==> config.mk <==
export PLATFORM = sky130hd
export DESIGN_NAME = md_cart_responder
export DESIGN_NICKNAME = d
export VERILOG_FILES = /design/src/rtl/md_cart_responder.sv
export SDC_FILE = /design/constraint.sdc
export NUM_CORES = 1
export LEC_CHECK = 0
export ABC_AREA = 1
export CORE_MARGIN = 2
export CORE_UTILIZATION = 46
export DETAILED_ROUTE_END_ITERATION = 16
export MAX_ROUTING_LAYER = met4
export PLACE_DENSITY = 0.77
export REMOVE_ABC_BUFFERS = 1
export SLEW_MARGIN = 20
export SYNTH_ARGS = -nofsm -noshare
export SYNTH_HDL_FRONTEND = slang
export SYNTH_SLANG_ARGS = --single-unit
==> constraint.sdc <==
create_clock -name MCLK -period 1.4 [get_ports MCLK]
set_clock_uncertainty 0.15 [all_clocks]
set_input_delay 0.21 -clock MCLK [delete_from_list [all_inputs] [get_ports MCLK]]
set_output_delay 0.21 -clock MCLK [all_outputs]
set_load 0.005 [all_outputs]
==> src/rtl/md_cart_responder.sv <==
// Cartridge-side bus responder: strobe decode, 8-slot bank mapper, SRAM window, req/ack memory port.
// Optional MD_CART_EXT_DTACK_EN drives ext_dtack from the access FSM; otherwise ext_dtack is tied 0.
module md_cart_responder #(
  parameter int unsigned BANK_BITS      = 6,
  parameter int unsigned SRAM_AW        = 15,
  parameter int unsigned SRAM_BASE_SLOT = 4
) (
  input  logic                  MCLK,
  input  logic                  reset_n,
  input  logic [22:0]           cart_address,
  input  logic                  cart_cs,
  input  logic                  cart_oe,
  input  logic                  cart_lwr,
  input  logic                  cart_uwr,
  input  logic                  cart_time,
  input  logic [15:0]           cart_data_wr,
  output logic [15:0]           cart_data,
  output logic                  cart_data_en,
  output logic                  ext_dtack,
  output logic                  mem_req,
  output logic                  mem_we,
  output logic                  mem_sram,
  output logic [BANK_BITS+17:0] mem_addr,
  output logic [1:0]            mem_be,
  output logic [15:0]           mem_wdata,
  input  logic [15:0]           mem_rdata,
  input  logic                  mem_ack
);

  localparam int unsigned AW = BANK_BITS + 18;

  typedef enum logic [2:0] {IDLE, RD_REQ, RD_HOLD, WR_REQ, WR_HOLD} state_t;

  state_t            state_q, state_d;
  logic              rd, wr, tw, rd_q, wr_q, tw_q;
  logic              in_range, sram_hit, reg_wr;
  logic [2:0]        slot, idx;
  logic [AW-1:0]     hit_addr;
  logic              sram_en_q, sram_wp_q;
  logic [BANK_BITS-1:0] bank_q [8];

  logic              mem_req_d, mem_we_d, mem_sram_d, cart_data_en_d;
  logic [AW-1:0]     mem_addr_d;
  logic [1:0]        mem_be_d;
  logic [15:0]       mem_wdata_d, cart_data_d;

  // Strobe decode and address mapping
  always_comb begin
    rd       = cart_cs & cart_oe;
    wr       = cart_cs & (cart_lwr | cart_uwr);
    tw       = cart_time & cart_lwr;
    slot     = cart_address[20:18];
    idx      = cart_address[2:0];
    in_range = (cart_address[22:21] == 2'b00);
    sram_hit = sram_en_q && (32'(slot) >= SRAM_BASE_SLOT);
    hit_addr = sram_hit ? AW'(cart_address[SRAM_AW-1:0])
                        : {bank_q[slot], cart_address[17:0]};
    // a simultaneous cart access takes precedence over the register write
    reg_wr   = tw && !tw_q && (cart_address[6:3] == 4'hF) && !cart_cs;
  end

  // Previous-cycle strobe copies for edge detection
  always_ff @(posedge MCLK or negedge reset_n) begin
    if (!reset_n) begin
      rd_q <= 1'b0;
      wr_q <= 1'b0;
      tw_q <= 1'b0;
    end else begin
      rd_q <= rd;
      wr_q <= wr;
      tw_q <= tw;
    end
  end

  // Mapper and SRAM control registers; bank 0 is never written
  always_ff @(posedge MCLK or negedge reset_n) begin
    if (!reset_n) begin
      sram_en_q <= 1'b0;
      sram_wp_q <= 1'b0;
      for (int i = 0; i < 8; i++) bank_q[i] <= BANK_BITS'(i);
    end else if (reg_wr) begin
      if (idx == 3'd0) begin
        sram_en_q <= cart_data_wr[0];
        sram_wp_q <= cart_data_wr[1];
      end else begin
        bank_q[idx] <= cart_data_wr[BANK_BITS-1:0];
      end
    end
  end

  // Access FSM next-state and output values
  always_comb begin
    state_d        = state_q;
    mem_req_d      = mem_req;
    mem_we_d       = mem_we;
    mem_sram_d     = mem_sram;
    mem_addr_d     = mem_addr;
    mem_be_d       = mem_be;
    mem_wdata_d    = mem_wdata;
    cart_data_d    = cart_data;
    cart_data_en_d = cart_data_en;
    case (state_q)
      IDLE: begin
        if (rd && !rd_q && in_range) begin
          state_d    = RD_REQ;
          mem_req_d  = 1'b1;
          mem_we_d   = 1'b0;
          mem_sram_d = sram_hit;
          mem_addr_d = hit_addr;
          mem_be_d   = 2'b11;
        end else if (wr && !wr_q && in_range) begin
          if (sram_hit && !sram_wp_q) begin
            state_d     = WR_REQ;
            mem_req_d   = 1'b1;
            mem_we_d    = 1'b1;
            mem_sram_d  = 1'b1;
            mem_addr_d  = hit_addr;
            mem_be_d    = {cart_uwr, cart_lwr};
            mem_wdata_d = cart_data_wr;
          end else begin
            state_d = WR_HOLD;
          end
        end
      end
      RD_REQ: begin
        if (mem_ack) begin
          mem_req_d   = 1'b0;
          cart_data_d = mem_rdata;
          if (rd_q) begin
            state_d        = RD_HOLD;
            cart_data_en_d = 1'b1;
          end else begin
            state_d = IDLE;
          end
        end
      end
      RD_HOLD: begin
        if (!rd_q) begin
          state_d        = IDLE;
          cart_data_en_d = 1'b0;
        end
      end
      WR_REQ: begin
        if (mem_ack) begin
          mem_req_d = 1'b0;
          state_d   = WR_HOLD;
        end
      end
      WR_HOLD: begin
        if (!wr_q) state_d = IDLE;
      end
      default: state_d = IDLE;
    endcase
  end

  always_ff @(posedge MCLK or negedge reset_n) begin
    if (!reset_n) begin
      state_q      <= IDLE;
      mem_req      <= 1'b0;
      mem_we       <= 1'b0;
      mem_sram     <= 1'b0;
      mem_addr     <= '0;
      mem_be       <= 2'b00;
      mem_wdata    <= 16'h0000;
      cart_data    <= 16'h0000;
      cart_data_en <= 1'b0;
    end else begin
      state_q      <= state_d;
      mem_req      <= mem_req_d;
      mem_we       <= mem_we_d;
      mem_sram     <= mem_sram_d;
      mem_addr     <= mem_addr_d;
      mem_be       <= mem_be_d;
      mem_wdata    <= mem_wdata_d;
      cart_data    <= cart_data_d;
      cart_data_en <= cart_data_en_d;
    end
  end

`ifdef MD_CART_EXT_DTACK_EN
  logic nomem_q, nomem_d, ext_dtack_d;

  // nomem tracks a WR_HOLD entered straight from IDLE (discarded write)
  always_comb begin
    nomem_d     = (state_d == WR_HOLD) && ((state_q == IDLE) || nomem_q);
    ext_dtack_d = (state_d == RD_HOLD) || ((state_q == WR_REQ) && mem_ack) || nomem_d;
  end

  always_ff @(posedge MCLK or negedge reset_n) begin
    if (!reset_n) begin
      nomem_q   <= 1'b0;
      ext_dtack <= 1'b0;
    end else begin
      nomem_q   <= nomem_d;
      ext_dtack <= ext_dtack_d;
    end
  end
`else
  assign ext_dtack = 1'b0;
`endif

endmodule

==> impl_metrics.toml <==
[critical_path]
cp_cell_sequence = "nor3_4, and2_4, buf_4, buf_12, nand3_2, nand2_1, inv_1"
critPathCaptureType = "flop"
slowest_delay_ns = 0.40
crit_type = "reg2reg"
r2r_cells = 7
r2r-start = "tw_q$_DFF_PN0_"
crit_family = "simple AND/OR/NAND/NOR gates"
crit_path_end = "bank_q[25]$_DFFE_PN1P_"
cp_max_fo = 7
timing.rr.end = "bank_q[25]$_DFFE_PN1P_"
critPathLaunch = "tw_q$_DFF_PN0_"
critPathBufInv = 3
startpoint_type = "flop"
r2r_slack_ns = -0.29
arrival_ns = 1.89
crit_required_ns = 1.60
crit_cells = 7
worst_path_max_delay_cell = "dfrtp_1"

[synthesis]
synth_top_area_frac = 0.470
ys_seq_area_frac = 0.526
ys_seq_elements = 118
synth_cells = 713
synth_area_leaders = "dfrtp_1 (47%), nand2_1 (17%), inv_1 (8.3%), nand3_1 (6.9%), dfstp_2 (5.6%)"
yosysTopAreaCell = "dfrtp_1"
yosysWarnings = 0
syn_area_um2 = 5640
syn_avg_cell_area_um2 = 7.91
synth_cell_type_count = 33

[finish]
drive_gt1_frac = 0.360
final_common_cell = "nand2_1"
most-common-layout-cells = "nand2_1 (191), inv_1 (117), dfrtp_1 (105)"
antennaDiodeCount = 0
layout-area-overhead-vs-synth_pct = 60.2
fin_area_um2 = 9040
final_nets = 991

[cts]
cts_made_buffers = 17
cts_max_path_buffers = 2
clock_sinks = 118
clk_pin_slew_ns = 0.06
ctsHtreeMaxLevel = 4
cts_tree = "done"
clock_latency_ns = 0.42
cts_root_buffer = "clkbuf_16"

[routing]
firstDrtPassIters = 5
viasPerCell = 5.26
ant_nets = 0
wirelength_um = 19100
wl_per_cell_um = 17.5
vias = 5725
drt_iter0_markers = 461
drc = 0

[outcome]
status = "finished with violations"
failed_checks = "setup timing"

[min_path]
min-delay-start = "cart_address[4]"
hold_class = "in2reg"

[timing]
fin_crit_ns = 1.69
setup_tns_ns = -19.48
setup_viol = 110
setup_slack_ns = -0.287
whs_ns = 0.00799
period_share = 1.21
fmax_mhz = 593
rsz0062_at_grt = "yes"
drv_slew = 0
final-hold-violation-count = 0

[placed_design]
io_buffers = 124
place_congestion = 0.855
detailed_place_hpwl_um = 10100
dp_slack_ns = -0.553
placed_area_um2 = 7470

[floorplan]
rows = 40
die_h_um = 115
initial_core_util = 0.470
die_x_um = 115
die_area_um2 = 13200
core_um2 = 12000
ios = 126

[grt]
grt_first_pass_wirelength_um = 25900
grt_max_degree = 36
grt_pass1_vias = 5310
antenna_found_initial = 0
grtUsageTotal = 0.265
gr-total-overflow = 0

[pwr]
p_leak_nw = 4.67
peakVddDrop_mv = 0.644
power.density_nw_per_um2 = 1080

[job]
cap_viol_max_count = 0
worst min path at each step:
stage	cells after the start	slack [ns]	to
2_1_floorplan	0	-0.24	bank_q[10]$_DFFE_PN0P_
5_1_grt	4	0.04	mem_addr[4]$_DFFE_PN0P_
6_report	4	0.008	mem_addr[4]$_DFFE_PN0P_
4_1_cts	2	0.08	mem_be[1]$_DFFE_PN0P_
3_5_place_dp	1	-0.03	mem_be[1]$_DFFE_PN0P_
3_3_place_gp	1	-0.03	mem_be[1]$_DFFE_PN0P_
registers in the layout (all words and copies together), names as in the netlist:
register and flops:
bank_q 48, cart_data 16, cart_data_en 1, mem_addr 24, mem_be 2, mem_req 1, mem_sram 1, mem_wdata 16
mem_we 1, rd_q 1, sram_en_q 1, sram_wp_q 1, state_q 3, tw_q 1, wr_q 1
power breakdown:
group | leakage [nW] | total, W | internal (W) | switching (W)
combinational | 2.97 | 0.00186 | 0.000924 | 0.000931
sequential | 1.43 | 0.00384 | 0.00367 | 0.000169
clock | 0.270 | 0.00411 | 0.00251 | 0.00160
total | 4.67 | 0.00981 | 0.00710 | 0.00270
metal layers:
metal	GRT usage	part of all wire	up-vias
li1	-	-	2600
met3	0.0685	0.079	70
met2	0.442	0.50	301
met1	0.306	0.38	2754
met4	0.108	0.039	0
met5	-	0	-
worst reg2reg max path, delay by kind of cell, from the launching register on:
family,cells,cell delay [ns]
DFF,1,0.40
and+or+nand+nor,4,0.74
buffers and inverters,3,0.33
layout make-up:
type,count,area (um^2)
multi-input combinational,435,2670
sequential,118,2970
tap,147,184
clock buffer,19,453
inverter,131,497
timing repair buffer,225,2170
fill,738,2970
clock inverter,13,108
synthesized netlist by cell type, drive strengths merged:
cell type	n
nand2	271
inv	129
dfrtp	106
nand3	80
o21ai	32
nor2	22
buf	20
mux2	16
dfstp	12
clkbuf	11
nor3	3
clkinv	2
nand4	2
a21oi	1
and2	1
conb	1
nand3b	1
o21a	1
o22ai	1
or2	1
per-stage QoR:
stage / cells / utilization / total power (W)
3_5_place_dp: 1009 / 0.622 / 0.00533
6_report: 1088 / 0.753 / 0.00981
4_1_cts: 1070 / 0.701 / 0.00948
5_1_grt: 1088 / 0.753 / 0.0102
2_1_floorplan: 682 / - / 0.00436
3_3_place_gp: 1009 / 0.622 / 0.00530
logic make-up (layout without fill, tap and decap cells):
| group | after synthesis | in the layout | synth area share |
|---|---|---|---|
| multiplexers | 16 | 16 | 0.0319 |
| AO/OA/AOI/OAI | 35 | 35 | 0.0317 |
| AND/OR/NAND/NOR | 381 | 383 | 0.293 |
| other | 1 | 1 | 0.000665 |
| flip-flops | 118 | 118 | 0.526 |
| buffers and inverters | 162 | 388 | 0.117 |
timing repair:
item,CTS,global route
hold buffers,1,1
pin swaps,16,45
endpoints found under the setup margin,168,134
setup buffers,24,13
gates cloned,4,7
gates resized for setup,161,185
endpoints found under the hold margin,107,1
Note: power is estimated with default switching activity, not from simulation.
